===== config.mk =====
export PLATFORM = sky130hd
export DESIGN_NAME = instr_fetch_unit
export DESIGN_NICKNAME = d
export VERILOG_FILES = /design/src/rtl/cpu_pkg.sv /design/src/rtl/branch_cond_eval.sv /design/src/rtl/instr_fetch_unit.sv
export SDC_FILE = /design/constraint.sdc
export NUM_CORES = 1
export LEC_CHECK = 0
export CORE_UTILIZATION = 35
export CTS_BUF_LIST = sky130_fd_sc_hd__clkbuf_4
export CTS_CLUSTER_SIZE = 8
export DETAILED_ROUTE_END_ITERATION = 7
export GPL_TIMING_DRIVEN = 0
export PLACE_DENSITY_LB_ADDON = 0.25
export SYNTH_ARGS = -nofsm -noshare
export SYNTH_HDL_FRONTEND = slang
export SYNTH_SLANG_ARGS = --single-unit
export TNS_END_PERCENT = 50

===== constraint.sdc =====
create_clock -name clk -period 2 [get_ports clk]
set_input_delay 0.2 -clock clk [delete_from_list [all_inputs] [get_ports clk]]
set_output_delay 0.2 -clock clk [all_outputs]
set_load 0.02 [all_outputs]

===== src/rtl/cpu_pkg.sv =====
// Shared definitions for the 16-bit core: word width, PC step,
// jump condition codes and fetch-stage state encodings.
package cpu_pkg;

    localparam int          WORD_W  = 16;
    localparam logic [15:0] PC_STEP = 16'd2;

    typedef enum logic [2:0] {
        JNE = 3'b000,
        JEQ = 3'b001,
        JNC = 3'b010,
        JC  = 3'b011,
        JN  = 3'b100,
        JGE = 3'b101,
        JL  = 3'b110,
        JMP = 3'b111
    } jp_cond_e;

    typedef enum logic [1:0] {
        S_REQ  = 2'd0,
        S_HOLD = 2'd1,
        S_ERR  = 2'd2
    } fetch_state_e;

endpackage


===== src/rtl/branch_cond_eval.sv =====
// Combinational jump-condition evaluator: condition code plus ALU flags -> taken.
module branch_cond_eval
    import cpu_pkg::*;
(
    input  logic [2:0] jp_cond,
    input  logic       flag_n,
    input  logic       flag_z,
    input  logic       flag_c,
    input  logic       flag_v,
    output logic       taken
);

    always_comb begin
        taken = 1'b0;
        case (jp_cond_e'(jp_cond))
            JNE:     taken = !flag_z;
            JEQ:     taken = flag_z;
            JNC:     taken = !flag_c;
            JC:      taken = flag_c;
            JN:      taken = flag_n;
            JGE:     taken = !(flag_n ^ flag_v);
            JL:      taken = flag_n ^ flag_v;
            JMP:     taken = 1'b1;
            default: taken = 1'b0;
        endcase
    end

endmodule


===== src/rtl/instr_fetch_unit.sv =====
// Fetch stage: owns the PC, reads program memory over a ready handshake,
// holds each word until the control unit acks it, and applies jump redirects.
module instr_fetch_unit
    import cpu_pkg::*;
#(
    parameter logic [15:0] RESET_PC    = 16'h0000,
    parameter int          MEM_TIMEOUT = 15
) (
    input  logic              clk,
    input  logic              rst,
    output logic [WORD_W-1:0] mem_addr,
    output logic              mem_rd,
    input  logic [WORD_W-1:0] mem_rdata,
    input  logic              mem_ready,
    output logic [WORD_W-1:0] instr,
    output logic              instr_valid,
    input  logic              instr_ack,
    input  logic              halt,
    input  logic              branch_en,
    input  logic [2:0]        jp_cond,
    input  logic [9:0]        pc_offset,
    input  logic              flag_n,
    input  logic              flag_z,
    input  logic              flag_c,
    input  logic              flag_v,
    output logic [WORD_W-1:0] pc,
    output logic              branch_taken,
    output logic              fetch_err
);

    localparam logic [7:0] TMO = MEM_TIMEOUT[7:0];

    fetch_state_e      state, state_nx;
    logic [7:0]        wait_cnt;
    logic              cond_taken;
    logic              fetch_done;
    logic              wait_cyc;
    logic              wait_hit;
    logic              ack_ev;
    logic              redirect;
    logic [WORD_W-1:0] br_disp;

    branch_cond_eval u_cond (
        .jp_cond (jp_cond),
        .flag_n  (flag_n),
        .flag_z  (flag_z),
        .flag_c  (flag_c),
        .flag_v  (flag_v),
        .taken   (cond_taken)
    );

    assign fetch_done = mem_rd && mem_ready;
    assign wait_cyc   = mem_rd && !mem_ready;
    assign wait_hit   = wait_cyc && ((wait_cnt + 8'd1) == TMO);
    assign ack_ev     = (state == S_HOLD) && instr_ack;
    assign redirect   = ack_ev && branch_en && cond_taken;
    // Word offset scaled to bytes; pc already points past the jump word.
    assign br_disp    = {{5{pc_offset[9]}}, pc_offset, 1'b0};
    assign mem_addr   = pc;

    always_ff @(posedge clk or posedge rst) begin
        if (rst) state <= S_REQ;
        else     state <= state_nx;
    end

    always_comb begin
        state_nx = state;
        case (state)
            S_REQ: begin
                if (fetch_done)    state_nx = S_HOLD;
                else if (wait_hit) state_nx = S_ERR;
            end
            S_HOLD:  if (instr_ack) state_nx = S_REQ;
            S_ERR:   state_nx = S_ERR;
            default: state_nx = S_REQ;
        endcase
    end

    // Gated by rst so an in-flight request drops the moment reset asserts.
    always_comb begin
        mem_rd = (state == S_REQ) && !halt && !rst;
    end

    always_ff @(posedge clk or posedge rst) begin
        if (rst) begin
            pc           <= RESET_PC;
            instr        <= '0;
            instr_valid  <= 1'b0;
            branch_taken <= 1'b0;
            fetch_err    <= 1'b0;
            wait_cnt     <= '0;
        end else begin
            branch_taken <= redirect;
            if (fetch_done) begin
                instr       <= mem_rdata;
                instr_valid <= 1'b1;
                pc          <= pc + PC_STEP;
                wait_cnt    <= '0;
            end else if (wait_cyc) begin
                wait_cnt <= wait_cnt + 8'd1;
                if (wait_hit) fetch_err <= 1'b1;
            end
            if (ack_ev) begin
                instr_valid <= 1'b0;
                if (redirect) pc <= pc + br_disp;
            end
        end
    end

endmodule


Yosys cells after proc, flatten, opt, wreduce, memory -nomap -nowiden --
Cells that the tools add are included.
Storage, ports and cells: register bits 45, word-level logic and storage cells 56
Cells by class: $add $sub $neg 3, equality and inequality tests 12, muxes and demuxes 12, bitwise gates (word level) 2, reduce and logical (&&, ||, !) cells 20
Operators with widths (count):
- $mux 16 | 3
- $add 16x16->16 | 1
- $add 16x2->16 const B | 1
- $mux 8 | 2
- $eq 3x3->1 const B | 4
- $add 8x1->8 const B | 1
- $eq 8x4->1 const B | 1
- $logic_and 1x1->1 | 8
- $pmux 1 s8 | 1
- $eq 3x2->1 const B | 2
- $logic_not 1->1 | 6
- $mux 2 | 3
- $pmux 2 s3 | 1
- $reduce_bool 2->1 | 2
- $eq 3x1->1 const B | 1
- $logic_not 3->1 | 1
- $ne 3x3->1 const B | 1
- $reduce_and 3->1 | 1
- $eq 2x1->1 const B | 1
- $eq 2x2->1 const B | 1
- $logic_not 2->1 | 1
- $mux 1 | 2
- $ne 2x2->1 const B | 1
- $reduce_and 2->1 | 1
- 2 further kinds | 2

Depth between registers and ports, before layout --
Gate-level depths: netlist of the first run.
depth after elaboration 8, depth in mapped cells 9, mapped depth without buffers 9

Hierarchy --
From an unflattened synthesis of the first run, not the netlist that was laid out.
Second synthesis, totals: cell total of the unflattened synthesis 343, area total of the unflattened synthesis 2961.6 um2
Modules (own cells, without submodules):
- instr_fetch_unit | times used 1, cells an instance 337, area an instance 2890.3 um2, sequential area each 1101.1 um2
- branch_cond_eval | times used 1, cells an instance 6, area an instance 71.3 um2, sequential area each 0.0 um2

Worst setup path after synthesis of the first run --
No wires, ideal clock.
kind register to register, start register pc[1], in the netlist mem_addr[1], end register pc[11], in the netlist mem_addr[11], library setup time 0.120 ns, arrival time 2.211 ns, required time 1.880 ns, path slack -0.331 ns, cell stages (with the launch flop) 10, buffers on the path 0, clock period less this slack 2.331 ns, cell sequence dfrtp_1 -> ha_1 -> inv_1 -> fa_1 -> nand2b_1 -> a21o_1 -> a31oi_1 -> o21a_1 -> o21ai_0 -> a31o_2
On the way: longest elaborated chain between the ends 4, elaborated cells between the ends (all ways) 5, classes of those cells add/sub (2); mux (3)
RTL lines:
- start: declaration | line instr_fetch_unit.sv:26 | output logic [WORD_W-1:0] pc,
- start signal: assignment | line instr_fetch_unit.sv:97 | pc <= pc + PC_STEP;
- start signal: assignment | line instr_fetch_unit.sv:105 | if (redirect) pc <= pc + br_disp;
- $add 16x2->16 | line instr_fetch_unit.sv:97
- $mux 16 | line instr_fetch_unit.sv:94 | if (fetch_done) begin
- $mux 16 | line instr_fetch_unit.sv:105
- $mux 16 * | line instr_fetch_unit.sv:103 | if (ack_ev) begin
Mark *: on every way between the ends. The rest lies on a longest branch, timed or not. A chain may end at the register's enable or synchronous reset.

Worst setup path in the final report of the first run --
Same ends and word-level chain as after synthesis.

==> impl_metrics.xml, run 1 <==
<?xml version="1.0" encoding="UTF-8"?>
<metrics>
  <group name="run_status">
    <metric name="run_status" unit="">finished with violations</metric>
    <metric name="violated_checks" unit="">setup timing</metric>
  </group>
  <group name="layout">
    <metric name="final_nets" unit="">518</metric>
    <metric name="mostFrequentLayoutCell" unit="">sky130_fd_sc_hd__clkdlybuf4s50_1</metric>
    <metric name="num_antenna_cells" unit="">0</metric>
    <metric name="post_route_design_area" unit="sq um">4500</metric>
    <metric name="post_route_cells_drive_above_1_share" unit="%">22.1</metric>
    <metric name="final_cells" unit="">567</metric>
    <metric name="most_frequent_cells_in_the_layout" unit="">sky130_fd_sc_hd__clkdlybuf4s50_1 (84), sky130_fd_sc_hd__nand2_1 (71), sky130_fd_sc_hd__buf_4 (40), sky130_fd_sc_hd__dfrtp_1 (34)</metric>
    <metric name="nFillCells" unit="">764</metric>
    <metric name="final_core_util" unit="%">54.7</metric>
    <metric name="layout-area-overhead-vs-synth" unit="%">51.3</metric>
  </group>
  <group name="yosys">
    <metric name="ys_async_sr_fraction" unit="%">100</metric>
    <metric name="postSynth.topFlopCell" unit="">sky130_fd_sc_hd__dfrtp_1</metric>
    <metric name="yosys_synthesis_warning_count" unit="">0</metric>
    <metric name="area_of_the_mapped_netlist" unit="sq um">2970</metric>
    <metric name="syn_inst" unit="">344</metric>
    <metric name="number_of_synthesized_register_bits" unit="">44</metric>
    <metric name="synth_area_per_cell" unit="sq um">8.64</metric>
    <metric name="synth_sequential_area_ratio" unit="%">37.1</metric>
    <metric name="synth_cell_types" unit="">51</metric>
    <metric name="synth_edf_count" unit="">0</metric>
  </group>
  <group name="critical_path">
    <metric name="worstPathCellList" unit="">ha_4 -&gt; inv_2 -&gt; fa_2 -&gt; nand2b_4 -&gt; a21o_1 -&gt; a31oi_4 -&gt; o21a_1 -&gt; or3_1 -&gt; a31o_2</metric>
    <metric name="timing.critical_path.slowest_stage_cell" unit="">sky130_fd_sc_hd__dfrtp_2</metric>
    <metric name="end_kind" unit="">flop</metric>
    <metric name="setup.worst_path.start_class" unit="">flop</metric>
    <metric name="critical_path_peak_fanout" unit="">4</metric>
    <metric name="timing.critical_path.arrival" unit="ns">2.38</metric>
    <metric name="critPathMaxStageDelay" unit="ns">0.45</metric>
    <metric name="required" unit="ns">2.27</metric>
    <metric name="worstSetupPathType" unit="">reg2reg</metric>
  </group>
  <group name="routing">
    <metric name="routed-via-count" unit="">2843</metric>
    <metric name="routed_wire_length_per_instance" unit="um">14.1</metric>
    <metric name="remaining_drc_errors" unit="">0</metric>
    <metric name="detail_route.first_pass.iterations" unit="">4</metric>
    <metric name="avgViaCountPerCell" unit="">5.01</metric>
    <metric name="postRouteWirelength" unit="mm">7.97</metric>
    <metric name="ant_nets" unit="">0</metric>
    <metric name="violation_count_after_the_first_detailed_routing_iteration" unit="">115</metric>
  </group>
  <group name="placed_design">
    <metric name="port_buffers" unit="">87</metric>
    <metric name="numPlacedInstances" unit="">538</metric>
    <metric name="place_congestion" unit="">0.879</metric>
    <metric name="post_dp_cell_area" unit="sq um">4070</metric>
    <metric name="detailed_place_hpwl" unit="mm">5.63</metric>
    <metric name="post-place-ws" unit="ns">-0.579</metric>
  </group>
  <group name="sta">
    <metric name="final.setup.tns" unit="ns">-0.177</metric>
    <metric name="timing.hold.ws" unit="ns">0.0799</metric>
    <metric name="slew_violations" unit="">0</metric>
    <metric name="finalCriticalPeriod" unit="ns">2.11</metric>
    <metric name="finalSetupViolCount" unit="">5</metric>
    <metric name="fmax" unit="MHz">473</metric>
    <metric name="timing.final.crit_share" unit="%">106</metric>
    <metric name="rsz0062_at_grt" unit="">true</metric>
    <metric name="worst_slack" unit="ns">-0.112</metric>
    <metric name="finalHoldViolCount" unit="">0</metric>
    <metric name="worst_clock_skew" unit="ns">0.0139</metric>
  </group>
  <group name="cts">
    <metric name="cts_made_buffers" unit="">5</metric>
    <metric name="cts.path.max_buffers" unit="">2</metric>
    <metric name="cts_tree" unit="">yes</metric>
    <metric name="cts.root.buffer_cell" unit="">sky130_fd_sc_hd__clkbuf_4</metric>
    <metric name="ctsHoldBuffers" unit="">0</metric>
    <metric name="h-tree-depth" unit="">2</metric>
    <metric name="path_clk_slew" unit="ns">0.14</metric>
    <metric name="clkLatencyLatePin" unit="ns">0.37</metric>
    <metric name="tritoncts_num_sinks" unit="">44</metric>
  </group>
  <group name="power">
    <metric name="power.total" unit="mW">5.78</metric>
    <metric name="ir_drop" unit="mV">0.806</metric>
    <metric name="leak" unit="nW">1.97</metric>
    <metric name="p_per_area" unit="nW/um^2">1290</metric>
  </group>
  <group name="grt">
    <metric name="global_route.usage.met2" unit="%">29.9</metric>
    <metric name="grt_first_pass_wirelength" unit="mm">12.3</metric>
    <metric name="top_usage_layer" unit="">met2</metric>
    <metric name="grt_overflow" unit="">0</metric>
    <metric name="grt.met3_usage" unit="%">3.24</metric>
    <metric name="globalRouteTotalUtil" unit="%">17.7</metric>
    <metric name="globalRouteMet1Util" unit="%">22.5</metric>
    <metric name="grt_pass1_vias" unit="">2688</metric>
    <metric name="grt_antenna_before_repair" unit="">0</metric>
    <metric name="grt_max_degree" unit="">39</metric>
  </group>
  <group name="floorplan">
    <metric name="rows" unit="">33</metric>
    <metric name="die_width" unit="um">94.1</metric>
    <metric name="ioPinCount" unit="">91</metric>
    <metric name="dieArea" unit="sq um">8860</metric>
    <metric name="core_area" unit="sq um">8220</metric>
    <metric name="floorplan.initialDensity" unit="%">36.2</metric>
    <metric name="die-height" unit="um">94.1</metric>
  </group>
  <group name="worst_hold_path">
    <metric name="hold_path_class" unit="">in2async</metric>
  </group>
  <group name="job">
    <metric name="cap_viol_max_count" unit="">0</metric>
  </group>
</metrics>
Yosys cell counts, drive strengths merged (4+ instances only):
cell type | n | area share [%]
clkbuf | 7 | 0.88
o21bai | 4 | 1.0
o21ai | 18 | 3.0
nand2b | 6 | 1.3
ha | 17 | 7.2
nor2b | 4 | 0.84
nor4 | 4 | 1.3
nand3 | 13 | 2.2
nand4 | 6 | 1.3
mux2i | 9 | 3.0
xor2 | 16 | 4.7
inv | 10 | 1.3
a21o | 5 | 1.3
a21oi | 18 | 3.0
buf | 19 | 4.6
and3 | 5 | 1.1
xnor2 | 9 | 2.7
nor2 | 16 | 2.0
nor3 | 6 | 1.2
dfrtp | 44 | 37
nand2 | 72 | 9.3
critical path: cells and delay by family (launching register included):
family,cells,cell delay [ns]
DFF,1,0.45
AOI/OAI and AO/OA,4,0.74
buffers and inverters,1,0.05
adders and majority gates,2,0.36
and+or+nand+nor,2,0.43
final cells by class:
| cell class | instances | area (sq um) | area share [%] |
|---|---|---|---|
| well taps | 105 | 131 | 2.92 |
| plain buffers | 25 | 166 | 3.70 |
| inverters | 11 | 46.3 | 1.03 |
| clock inverters | 3 | 47.5 | 1.06 |
| clock buffers | 5 | 37.5 | 0.835 |
| flip-flops and latches | 44 | 1110 | 24.8 |
| repair buffers | 110 | 1050 | 23.4 |
| multi-input cells | 264 | 1900 | 42.3 |
path summary, 6_finish.rpt:
kind | cells after the start | start | endpoint | slack [ns]
max | 9 | mem_addr[1] | mem_addr[11] | -0.11
min | 2 | rst | instr_valid | 0.08
max reg2reg | 9 | mem_addr[1] | mem_addr[11] | -0.11
min reg2reg | 2 | instr[15] | instr[15] | 0.49
max in group asynchronous | 3 | rst | mem_addr[12] | 1.48
min in group clk | 2 | mem_ready | wait_cnt[1] | 0.19
sequential cells by signal, indices dropped and copies added, names as in the netlist:
| signal | cells |
|---|---|
| instr | 16 |
| branch_taken | 1 |
| mem_addr | 15 |
| wait_cnt | 8 |
| fetch_err | 1 |
| state | 2 |
| instr_valid | 1 |
cells by family (layout without fill, tap and decap cells):
| kind of cell | Yosys count | in the layout | share of synthesized area (%) |
|---|---|---|---|
| adders and majority gates | 18 | 18 | 7.83 |
| and+or+nand+nor | 142 | 142 | 23.0 |
| AOI/OAI and AO/OA | 67 | 67 | 14.2 |
| xor gates and xnor gates | 25 | 25 | 7.37 |
| other | 1 | 2 | 0.126 |
| DFF | 44 | 44 | 37.1 |
| muxes | 10 | 10 | 3.41 |
| buffers and inverters | 37 | 154 | 6.95 |
where the power goes:
part | switching, mW | leakage, nW | internal, mW
sequential | 0.334 | 0.533 | 1.15
combinational | 1.81 | 1.39 | 1.91
clock | 0.316 | 0.0454 | 0.267
total | 2.46 | 1.97 | 3.32
repair_timing:
| item | CTS | global route |
|---|---|---|
| resized for setup | 24 | 21 |
| pin swaps | 15 | 7 |
| endpoints found under the setup margin | 32 | 24 |
| setup buffers | 16 | 6 |
per-layer routing:
layer | wire [um] | share of wire (%) | vias to the layer above
li1 | - | - | 1413
met1 | 3610 | 45 | 1352
met2 | 3930 | 49 | 69
met3 | 323 | 4.1 | 9
met4 | 110 | 1.4 | 0
met5 | 0 | 0 | -
(Power assumes the default switching activity.)
==> run 2, diff against run 1 <==
- CORE_MARGIN: default -> 4
==> run 2 against run 1 <==
Effect of this change: the flow still finishes with violations (setup timing); clock skew fell by 0.0038 ns; count of clock-buffer cells in the layout did not move; critical path depth did not move; sequential share of layout area increased by 0.46 points; final area is 1.7% lower; largest cell class unchanged; die area rose by 13%.
==> impl_metrics.xml, run 2 (synthesis gave the netlist of run 1 again) <==
<?xml version="1.0" encoding="UTF-8"?>
<metrics>
  <group name="run_status">
    <metric name="violated_checks" unit="">setup timing</metric>
    <metric name="run_status" unit="">finished with violations</metric>
  </group>
  <group name="grt">
    <metric name="grt_first_pass_wirelength" unit="mm">13.2</metric>
    <metric name="grt_max_degree" unit="">39</metric>
    <metric name="grt_pass1_vias" unit="">2795</metric>
    <metric name="grt_antenna_before_repair" unit="">0</metric>
    <metric name="grt_overflow" unit="">0</metric>
    <metric name="globalRouteTotalUtil" unit="%">15.8</metric>
  </group>
  <group name="cts">
    <metric name="cts.root.buffer_cell" unit="">sky130_fd_sc_hd__clkbuf_4</metric>
    <metric name="tritoncts_num_sinks" unit="">44</metric>
    <metric name="cts_tree" unit="">yes</metric>
    <metric name="cts.path.max_buffers" unit="">2</metric>
    <metric name="cts_made_buffers" unit="">5</metric>
    <metric name="path_clk_slew" unit="ns">0.15</metric>
    <metric name="clkLatencyLatePin" unit="ns">0.37</metric>
    <metric name="h-tree-depth" unit="">2</metric>
  </group>
  <group name="critical_path">
    <metric name="critical_path_peak_fanout" unit="">4</metric>
    <metric name="worst_path_buf_inv" unit="">1</metric>
    <metric name="timing.critical_path.arrival" unit="ns">2.36</metric>
    <metric name="end_kind" unit="">flop</metric>
    <metric name="worstSetupPathType" unit="">reg2reg</metric>
    <metric name="required" unit="ns">2.28</metric>
    <metric name="setup.worst_path.start_class" unit="">flop</metric>
    <metric name="cpLargestDelayFamily" unit="">compound AO/OA/AOI/OAI gates</metric>
    <metric name="worstPathCellList" unit="">ha_4 -&gt; inv_2 -&gt; fa_2 -&gt; nand2b_4 -&gt; a21o_1 -&gt; a31oi_4 -&gt; o21a_1 -&gt; or3_1 -&gt; a31o_2</metric>
    <metric name="critPathMaxStageDelay" unit="ns">0.45</metric>
    <metric name="timing.critical_path.slowest_stage_cell" unit="">sky130_fd_sc_hd__dfrtp_2</metric>
  </group>
  <group name="layout">
    <metric name="most_frequent_cells_in_the_layout" unit="">sky130_fd_sc_hd__clkdlybuf4s50_1 (84), sky130_fd_sc_hd__nand2_1 (71), sky130_fd_sc_hd__buf_4 (37), sky130_fd_sc_hd__dfrtp_1 (33), sky130_fd_sc_hd__xor2_1 (16)</metric>
    <metric name="num_antenna_cells" unit="">0</metric>
    <metric name="multi_input_comb_area" unit="sq um">1850</metric>
    <metric name="nFillCells" unit="">763</metric>
    <metric name="final_core_util" unit="%">53.5</metric>
    <metric name="final_nets" unit="">515</metric>
    <metric name="final_cells" unit="">564</metric>
    <metric name="largest_reg_flops" unit="">16</metric>
    <metric name="mostFrequentLayoutCell" unit="">sky130_fd_sc_hd__clkdlybuf4s50_1</metric>
    <metric name="ff_latch_area" unit="sq um">1110</metric>
    <metric name="layout-area-overhead-vs-synth" unit="%">48.8</metric>
    <metric name="max_flop_register" unit="">instr</metric>
    <metric name="post_route_cells_drive_above_1_share" unit="%">22.0</metric>
  </group>
  <group name="floorplan">
    <metric name="die_width" unit="um">100</metric>
    <metric name="dieArea" unit="sq um">10000</metric>
    <metric name="ioPinCount" unit="">91</metric>
    <metric name="die-height" unit="um">100</metric>
    <metric name="core_area" unit="sq um">8260</metric>
    <metric name="floorplan.initialDensity" unit="%">36.0</metric>
    <metric name="rows" unit="">33</metric>
  </group>
  <group name="routing">
    <metric name="avgViaCountPerCell" unit="">4.91</metric>
    <metric name="violation_count_after_the_first_detailed_routing_iteration" unit="">116</metric>
    <metric name="ant_nets" unit="">0</metric>
    <metric name="routed-via-count" unit="">2770</metric>
    <metric name="remaining_drc_errors" unit="">0</metric>
    <metric name="postRouteWirelength" unit="mm">7.87</metric>
    <metric name="routed_wire_length_per_instance" unit="um">14.0</metric>
    <metric name="detail_route.first_pass.iterations" unit="">4</metric>
  </group>
  <group name="placed_design">
    <metric name="port_buffers" unit="">87</metric>
    <metric name="place_congestion" unit="">0.789</metric>
    <metric name="detailed_place_hpwl" unit="mm">5.69</metric>
    <metric name="numPlacedInstances" unit="">538</metric>
  </group>
  <group name="worst_hold_path">
    <metric name="hold_path_class" unit="">in2async</metric>
  </group>
  <group name="sta">
    <metric name="finalSetupViolCount" unit="">3</metric>
    <metric name="slew_violations" unit="">0</metric>
    <metric name="fmax" unit="MHz">480</metric>
    <metric name="finalCriticalPeriod" unit="ns">2.09</metric>
    <metric name="timing.final.crit_share" unit="%">104</metric>
    <metric name="worst_slack" unit="ns">-0.0855</metric>
    <metric name="worst_clock_skew" unit="ns">0.0101</metric>
    <metric name="finalHoldViolCount" unit="">0</metric>
    <metric name="timing.hold.ws" unit="ns">0.0817</metric>
    <metric name="rsz0062_at_grt" unit="">true</metric>
  </group>
  <group name="power">
    <metric name="p_per_area" unit="nW/um^2">1280</metric>
    <metric name="ir_drop" unit="mV">0.822</metric>
    <metric name="leak" unit="nW">1.95</metric>
    <metric name="power.total" unit="mW">5.64</metric>
  </group>
  <group name="job">
    <metric name="cap_viol_max_count" unit="">0</metric>
  </group>
</metrics>
==> run 2: final cells by class <==
| cell class | instances | share of cell area (%) |
|---|---|---|
| Multi-Input combinational cell | 264 | 41.7 |
| Sequential cell | 44 | 25.2 |
| Timing Repair Buffer | 107 | 23.4 |
| Buffer | 25 | 3.76 |
| Tap cell | 105 | 2.97 |
| Clock inverter | 3 | 1.05 |
| Inverter | 11 | 1.05 |
| Clock buffer | 5 | 0.849 |
==> run 2: layer usage <==
metal	GRT usage (%)	vias to the layer above	part of all wire, %
met5	0	-	0
met4	3.52	0	0.89
met3	2.43	7	4.7
met2	26.7	73	48
met1	21.4	1284	46
li1	-	1406	-
==> run 2: path summary, 6_finish.rpt <==
kind | depth (start not counted) | slack [ns] | start | to
max in group asynchronous | 3 | 1.47 | rst | mem_addr[12]
min in group clk | 2 | 0.20 | mem_ready | wait_cnt[1]
min reg2reg | 2 | 0.49 | instr[4] | instr[4]
max reg2reg | 9 | -0.09 | mem_addr[1] | mem_addr[11]
max | 9 | -0.09 | mem_addr[1] | mem_addr[11]
min | 2 | 0.08 | rst | state[1]
==> run 2: repair_timing <==
action	CTS	global route
resized for setup	20	23
pin swaps	15	7
hold buffers	0	0
cloned	0	0
endpoints found under the hold margin	0	0
setup endpoints to repair	32	26
setup buffers	14	5
==> run 2: stage by stage <==
step	instance area (sq um)	worst slack (ns)	setup TNS, ns
floorplan	3040	-0.0880	-0.155
global placement	4050	-0.509	-22.77
detailed placement	4070	-0.569	-13.33
CTS	4320	-0.0697	-0.201
global route	4420	-0.179	-0.692
finish	4420	-0.0855	-0.195
==> run 2: where the power goes <==
part           switching (mW)  internal, mW
Combinational            1.78          1.82
Clock                   0.326         0.267
Sequential              0.298          1.15
Total                    2.41          3.23
==> run 2: worst reg2reg max path: cells and delay by family (launching register included) <==
family / cells / cell delay, ns
flip-flops: 1 / 0.45
AO/OA/AOI/OAI: 4 / 0.71
adder cells (fa/ha/maj): 2 / 0.36
buffers and inverters: 1 / 0.05
AND/OR/NAND/NOR: 2 / 0.42
